<file path="config.mk">
export PLATFORM = sky130hd
export DESIGN_NAME = trap_ctrl
export DESIGN_NICKNAME = d
export VERILOG_FILES = /design/src/rtl/trap_ctrl.sv
export SDC_FILE = /design/constraint.sdc
export NUM_CORES = 1
export LEC_CHECK = 0
export ABC_AREA = 1
export CORE_ASPECT_RATIO = 0.6
export CORE_MARGIN = 4
export CORE_UTILIZATION = 28
export CTS_CLUSTER_DIAMETER = 60
export DETAILED_ROUTE_END_ITERATION = 6
export MAX_ROUTING_LAYER = met4
export SYNTH_ARGS = -nofsm -noshare
export SYNTH_HDL_FRONTEND = slang
export SYNTH_SLANG_ARGS = --single-unit
</file>
<file path="constraint.sdc">
create_clock -name clk -period 1.8 [get_ports clk]
set_input_delay 0.36 -clock clk [delete_from_list [all_inputs] [get_ports clk]]
set_output_delay 0.36 -clock clk [all_outputs]
set_load 0.03 [all_outputs]
</file>
<file path="src/rtl/trap_ctrl.sv">
// Trap sequencer for the writeback stage.
// It picks one event per retiring instruction: an external interrupt, a
// synchronous exception or mret. It then serialises the machine-mode CSR
// updates through the CSR file's single write port, stalls the pipeline for
// the whole sequence, and finishes with a one-cycle redirect plus flush.
//
// Ports:
//   clk, rst              clock (rising edge), async active-low reset
//   valid_wb, pc_wb,      retiring instruction: valid flag, PC, instruction
//   inst_wb, addr_wb      word and load/store effective address
//   exc_*, mret, ext_int  event requests from writeback / interrupt line
//   mstatus_in, mtvec_in, current CSR values from the CSR file
//   mepc_in
//   csr_w, csr_waddr,     CSR write port (registered)
//   csr_wdata,
//   csr_wsc_mode
//   expt_int              trap-entry pulse (registered)
//   stall                 pipeline hold (combinational while in IDLE)
//   flush, redirect_valid one-cycle flush and PC load (registered)
//   redirect_pc           redirect target (registered)
module trap_ctrl #(
  parameter bit          MTVEC_VECTORED_EN = 1'b1,
  parameter int unsigned EXT_INT_CODE      = 11
) (
  input  logic        clk,
  input  logic        rst,
  input  logic        valid_wb,
  input  logic [31:0] pc_wb,
  input  logic [31:0] inst_wb,
  input  logic [31:0] addr_wb,
  input  logic        exc_illegal,
  input  logic        exc_ecall,
  input  logic        exc_l_fault,
  input  logic        exc_s_fault,
  input  logic        mret,
  input  logic        ext_int,
  input  logic [31:0] mstatus_in,
  input  logic [31:0] mtvec_in,
  input  logic [31:0] mepc_in,
  output logic        csr_w,
  output logic [11:0] csr_waddr,
  output logic [31:0] csr_wdata,
  output logic [1:0]  csr_wsc_mode,
  output logic        expt_int,
  output logic        stall,
  output logic        flush,
  output logic        redirect_valid,
  output logic [31:0] redirect_pc
);

  localparam int unsigned XLEN = 32;
  localparam int unsigned AW   = 12;

  localparam logic [AW-1:0] ADDR_MSTATUS = 12'h300;
  localparam logic [AW-1:0] ADDR_MEPC    = 12'h341;
  localparam logic [AW-1:0] ADDR_MCAUSE  = 12'h342;
  localparam logic [AW-1:0] ADDR_MTVAL   = 12'h343;

  localparam logic [XLEN-1:0] CAUSE_EXT_INT = {1'b1, 31'(EXT_INT_CODE)};

  typedef enum logic [2:0] {
    IDLE, W_MEPC, W_MCAUSE, W_MTVAL, W_MSTATUS, M_MSTATUS, REDIRECT
  } state_e;

  state_e            state_q, state_d;
  logic [XLEN-1:0]   cause_q, cause_d;
  logic [XLEN-1:0]   epc_q, epc_d;
  logic [XLEN-1:0]   tval_q, tval_d;
  logic              csr_w_q, csr_w_d;
  logic [AW-1:0]     csr_waddr_q, csr_waddr_d;
  logic [XLEN-1:0]   csr_wdata_q, csr_wdata_d;
  logic              expt_int_q, expt_int_d;
  logic              flush_q, flush_d;
  logic              redirect_valid_q, redirect_valid_d;
  logic [XLEN-1:0]   redirect_pc_q, redirect_pc_d;

  logic              int_take_c, exc_any_c, trap_take_c, mret_take_c;
  logic [XLEN-1:0]   ev_cause_c, ev_tval_c;
  logic [XLEN-1:0]   trap_mstatus_c, mret_mstatus_c;
  logic [XLEN-1:0]   mtvec_base_c, trap_target_c;
  logic              vectored_c;

  // Event detection and fixed-priority cause/tval selection
  always_comb begin
    int_take_c  = ext_int & mstatus_in[3];
    exc_any_c   = exc_illegal | exc_ecall | exc_l_fault | exc_s_fault;
    trap_take_c = valid_wb & (int_take_c | exc_any_c);
    mret_take_c = valid_wb & mret & ~trap_take_c;
    ev_cause_c  = '0;
    ev_tval_c   = '0;
    if (int_take_c) begin
      ev_cause_c = CAUSE_EXT_INT;
    end else if (exc_illegal) begin
      ev_cause_c = 32'd2;
      ev_tval_c  = inst_wb;
    end else if (exc_ecall) begin
      ev_cause_c = 32'd11;
    end else if (exc_l_fault) begin
      ev_cause_c = 32'd5;
      ev_tval_c  = addr_wb;
    end else if (exc_s_fault) begin
      ev_cause_c = 32'd7;
      ev_tval_c  = addr_wb;
    end
  end

  // mstatus images for trap entry and mret; MPP always lands at machine mode
  always_comb begin
    trap_mstatus_c        = mstatus_in;
    trap_mstatus_c[7]     = mstatus_in[3];
    trap_mstatus_c[3]     = 1'b0;
    trap_mstatus_c[12:11] = 2'b11;
    mret_mstatus_c        = mstatus_in;
    mret_mstatus_c[3]     = mstatus_in[7];
    mret_mstatus_c[7]     = 1'b1;
    mret_mstatus_c[12:11] = 2'b11;
  end

  // Vectored mode applies to interrupts only; exceptions always use the base
  always_comb begin
    mtvec_base_c  = {mtvec_in[31:2], 2'b00};
    vectored_c    = MTVEC_VECTORED_EN && (mtvec_in[1:0] == 2'b01) && cause_q[31];
    trap_target_c = vectored_c ? (mtvec_base_c + {cause_q[29:0], 2'b00}) : mtvec_base_c;
  end

  // Next state plus next registered outputs, which are decoded from state_d
  always_comb begin
    state_d          = state_q;
    cause_d          = cause_q;
    epc_d            = epc_q;
    tval_d           = tval_q;
    csr_w_d          = 1'b0;
    csr_waddr_d      = '0;
    csr_wdata_d      = '0;
    expt_int_d       = 1'b0;
    flush_d          = 1'b0;
    redirect_valid_d = 1'b0;
    redirect_pc_d    = '0;

    case (state_q)
      IDLE: begin
        if (trap_take_c) begin
          state_d = W_MEPC;
          cause_d = ev_cause_c;
          epc_d   = pc_wb;
          tval_d  = ev_tval_c;
        end else if (mret_take_c) begin
          state_d = M_MSTATUS;
        end
      end
      W_MEPC:    state_d = W_MCAUSE;
      W_MCAUSE:  state_d = W_MTVAL;
      W_MTVAL:   state_d = W_MSTATUS;
      W_MSTATUS: begin
        state_d       = REDIRECT;
        redirect_pc_d = trap_target_c;
      end
      M_MSTATUS: begin
        state_d       = REDIRECT;
        redirect_pc_d = mepc_in;
      end
      REDIRECT:  state_d = IDLE;
      default:   state_d = IDLE;
    endcase

    case (state_d)
      W_MEPC: begin
        csr_w_d     = 1'b1;
        csr_waddr_d = ADDR_MEPC;
        csr_wdata_d = epc_d;
        expt_int_d  = 1'b1;
      end
      W_MCAUSE: begin
        csr_w_d     = 1'b1;
        csr_waddr_d = ADDR_MCAUSE;
        csr_wdata_d = cause_d;
      end
      W_MTVAL: begin
        csr_w_d     = 1'b1;
        csr_waddr_d = ADDR_MTVAL;
        csr_wdata_d = tval_d;
      end
      W_MSTATUS: begin
        csr_w_d     = 1'b1;
        csr_waddr_d = ADDR_MSTATUS;
        csr_wdata_d = trap_mstatus_c;
      end
      M_MSTATUS: begin
        csr_w_d     = 1'b1;
        csr_waddr_d = ADDR_MSTATUS;
        csr_wdata_d = mret_mstatus_c;
      end
      REDIRECT: begin
        redirect_valid_d = 1'b1;
        flush_d          = 1'b1;
      end
      default: ;
    endcase
  end

  // State, latched trap info and registered outputs
  always_ff @(posedge clk or negedge rst) begin
    if (!rst) begin
      state_q          <= IDLE;
      cause_q          <= '0;
      epc_q            <= '0;
      tval_q           <= '0;
      csr_w_q          <= 1'b0;
      csr_waddr_q      <= '0;
      csr_wdata_q      <= '0;
      expt_int_q       <= 1'b0;
      flush_q          <= 1'b0;
      redirect_valid_q <= 1'b0;
      redirect_pc_q    <= '0;
    end else begin
      state_q          <= state_d;
      cause_q          <= cause_d;
      epc_q            <= epc_d;
      tval_q           <= tval_d;
      csr_w_q          <= csr_w_d;
      csr_waddr_q      <= csr_waddr_d;
      csr_wdata_q      <= csr_wdata_d;
      expt_int_q       <= expt_int_d;
      flush_q          <= flush_d;
      redirect_valid_q <= redirect_valid_d;
      redirect_pc_q    <= redirect_pc_d;
    end
  end

  // Stall has to cover the detection cycle itself, so it cannot be registered
  always_comb begin
    if (state_q == IDLE) stall = rst & (trap_take_c | mret_take_c);
    else                 stall = rst & (state_q != REDIRECT);
  end

  assign csr_w          = csr_w_q;
  assign csr_waddr      = csr_waddr_q;
  assign csr_wdata      = csr_wdata_q;
  assign csr_wsc_mode   = 2'b00;
  assign expt_int       = expt_int_q;
  assign flush          = flush_q;
  assign redirect_valid = redirect_valid_q;
  assign redirect_pc    = redirect_pc_q;

endmodule

</file>
==> metrics <==
status=complete, but fails checks; failing checks=setup timing; critical path cell sequence=ha_4, nand2_4, inv_2, buf_6, nand2_4, nor2_4, nand4_1, nand3_2, nor2_2, o21ai_1, nand2_1; fin crit share=1.14; Routed Antenna Nets=0; Initial DRC Count=627; GRT Util Overall=0.224; vias in the first global route=9582; Util after Layout=0.494; Clock Latency Late Sink=0.44 ns; dpl hpwl=28.9 mm; ys flop type=dfrtp_1; P per Cell Area=1080 nW/um2; Register Area=3470 um2; Die ar.=33600 um2; post-synthesis cell count=1221; Seq/Total Area, Yosys=0.403; starting density of the core=0.285; Peak supply drop=0.000661 V; Buf/Inv on CP=2; crit path launch type=flop; share of layout cells above drive strength 1=0.267; vias=9652; top cell type's share of synthesized area=0.403; R2R setup slack=-0.24 ns; commonest non-fill, non-tap cell in the layout=nand2_1; most frequent cells in the layout=nand2_1 (341), clkdlybuf4s50_1 (182), inv_1 (143), buf_4 (140), dfrtp_1 (127); Seq pwr share=0.276; CP Class=reg -> reg; Comb power frac=0.478; async set-reset flop share out of synthesis=1.00; Max transition margin=0.595; sw power=6430 uW; Worst Path Required=2.13 ns; grt ovf=0; Worst path max stage delay=0.47 ns; delay-heaviest family, CP=simple AND/OR/NAND/NOR gates; Sw Share=0.401; minimum clock period=2.04 ns; DIE HEIGHT=143 um; synth unique cells=39; most used cell along the critical path=nand2_4; FMAX=489 MHz; Core ar.=30000 um2; area leader, netlist=dfrtp_1; leakage=0.00732 uW; Final Max Tran Viols=0; worst path setup slack after routing=-0.244 ns; global placement routability congestion=0.981; worst-path fanout max=4; number of detailed-route iterations in the first pass=5; Setup TNS Final=-2.54 ns; PortBufs=272; Post-Route WL=37.9 mm; CTS Root Buffer Type=clkbuf_16; max_cap viols=0; row count=49; CP Data Arrival Time=2.37 ns; chip width=234 um; crit path launch=cause_q[12]; initial antenna violation count=5; r2r startpoint=cause_q[12]; Hold WC Path Type=in -> async; Hold Buf Count CTS=0; clock slew at reported path FFs=0.06 ns; Avg Cell Area, Syn=7.02 um2; DR WL/cell=18.4 um; worst slack, placed=-0.919 ns; CP Capture Type=flop; footprint of the multi-input gates=5330 um2; CTS H-Tree Depth=4; clk_skew=0.00827 ns; clock share of power=0.245; CTS Sinks=138; Clock Tree Buf Depth=2; RSZ-0062 raised after global routing=yes; Cell Area, Synth=8570 um2; largest net degree at the start of global routing=108; final net count=1868; FILL cells=2930; Power Total=16000 uW; Ys Warns=0; first-pass GRT wire length=55.2 mm; CTS Buf Count=17; Int Power=9590 uW; largest cells by area after synthesis=dfrtp_1 (40%), nand2_1 (18%), inv_1 (7.1%); hold_ws=0.0748 ns; #FFs+latches synth=138; Vias per Instance=4.69; CP max-delay cell=dfrtp_2; drt drc=0; final setup vio count=23; Fin. Hold Viols=0; EDFF count, synth=0; Slew @ Worst Pin=0.608 ns; TritonCTS clock tree=done; area grow syn2layout=73.4%; I/O pins=284
## repair_timing
action / 4_1_cts / 5_1_grt
resized for setup: 256 / 126
pin swaps: 52 / 71
setup buffers: 17 / 6
cloned: 0 / 4
setup endpoints to repair: 100 / 56
## metal layers
metal / track usage / up-vias / part of all wire
met5: - / - / 0
met4: 0.0678 / 0 / 0.021
met3: 0.0503 / 44 / 0.070
met2: 0.317 / 336 / 0.43
met1: 0.319 / 4545 / 0.48
li1: - / 4727 / -
## final cells by class
type	instances	area share
antenna	5	0.000842
clock buffer	21	0.0310
clock inverter	8	0.0114
inverter	170	0.0433
multi-input combinational	863	0.359
sequential	138	0.233
tap	408	0.0344
timing repair buffer	447	0.287
## registers in the layout, summed over array words and instances (netlist names)
| name | flops |
|---|---|
| cause_q | 32 |
| csr_wdata | 32 |
| redirect_pc | 32 |
| tval_q | 32 |
| csr_waddr | 4 |
| state_q | 3 |
| csr_w | 1 |
| expt_int | 1 |
| redirect_valid | 1 |
## power by group through the flow
stage                     clock network (uW)  registers (uW)  logic, uW
final                                   3930            4430       7660
after CTS                               4010            4440       7260
after detailed placement                   0            4500       7170
after floorplan                            0            5570       2550
after global routing                    4140            4520       8230
after global placement                     0            4480       7160
## worst paths after layout
path / to / depth (start not counted)
max: redirect_pc[21] / 11
min: redirect_pc[11] / 2
max reg2reg: redirect_pc[21] / 11
min reg2reg: tval_q[27] / 2
max in group asynchronous: cause_q[18] / 2
min in group clk: redirect_pc[4] / 3
## metrics by stage
step / instances / area (um2)
detailed placement: 2005 / 12900
floorplan: 1229 / 8630
CTS: 2048 / 14300
finish: 2060 / 14900
global placement: 2005 / 12900
global route: 2060 / 14900
## synthesized netlist by cell type, types with 7 or more instances
master / n
inv_1: 161
ha_1: 29
dfrtp_1: 138
nand2_1: 418
inv_2: 7
nand3_1: 75
nor2_1: 116
nand4_1: 63
buf_2: 15
a21oi_1: 21
buf_4: 15
a32o_1: 19
o21ai_0: 58
nor3_1: 9
clkbuf_1: 22
xor2_1: 11
## kinds of logic (layout without fill, tap and decap cells)
| kind of cell | Yosys count | in the layout | share of synthesized area |
|---|---|---|---|
| AND/OR/NAND/NOR | 697 | 697 | 0.343 |
| buffers and inverters | 228 | 646 | 0.113 |
| flip-flops | 138 | 138 | 0.403 |
| AO/OA/AOI/OAI | 114 | 114 | 0.0821 |
| adder cells (fa/ha/maj) | 30 | 30 | 0.0447 |
| XOR/XNOR | 13 | 13 | 0.0133 |
| other | 1 | 14 | 0.000438 |
(Power assumes the default switching activity.)
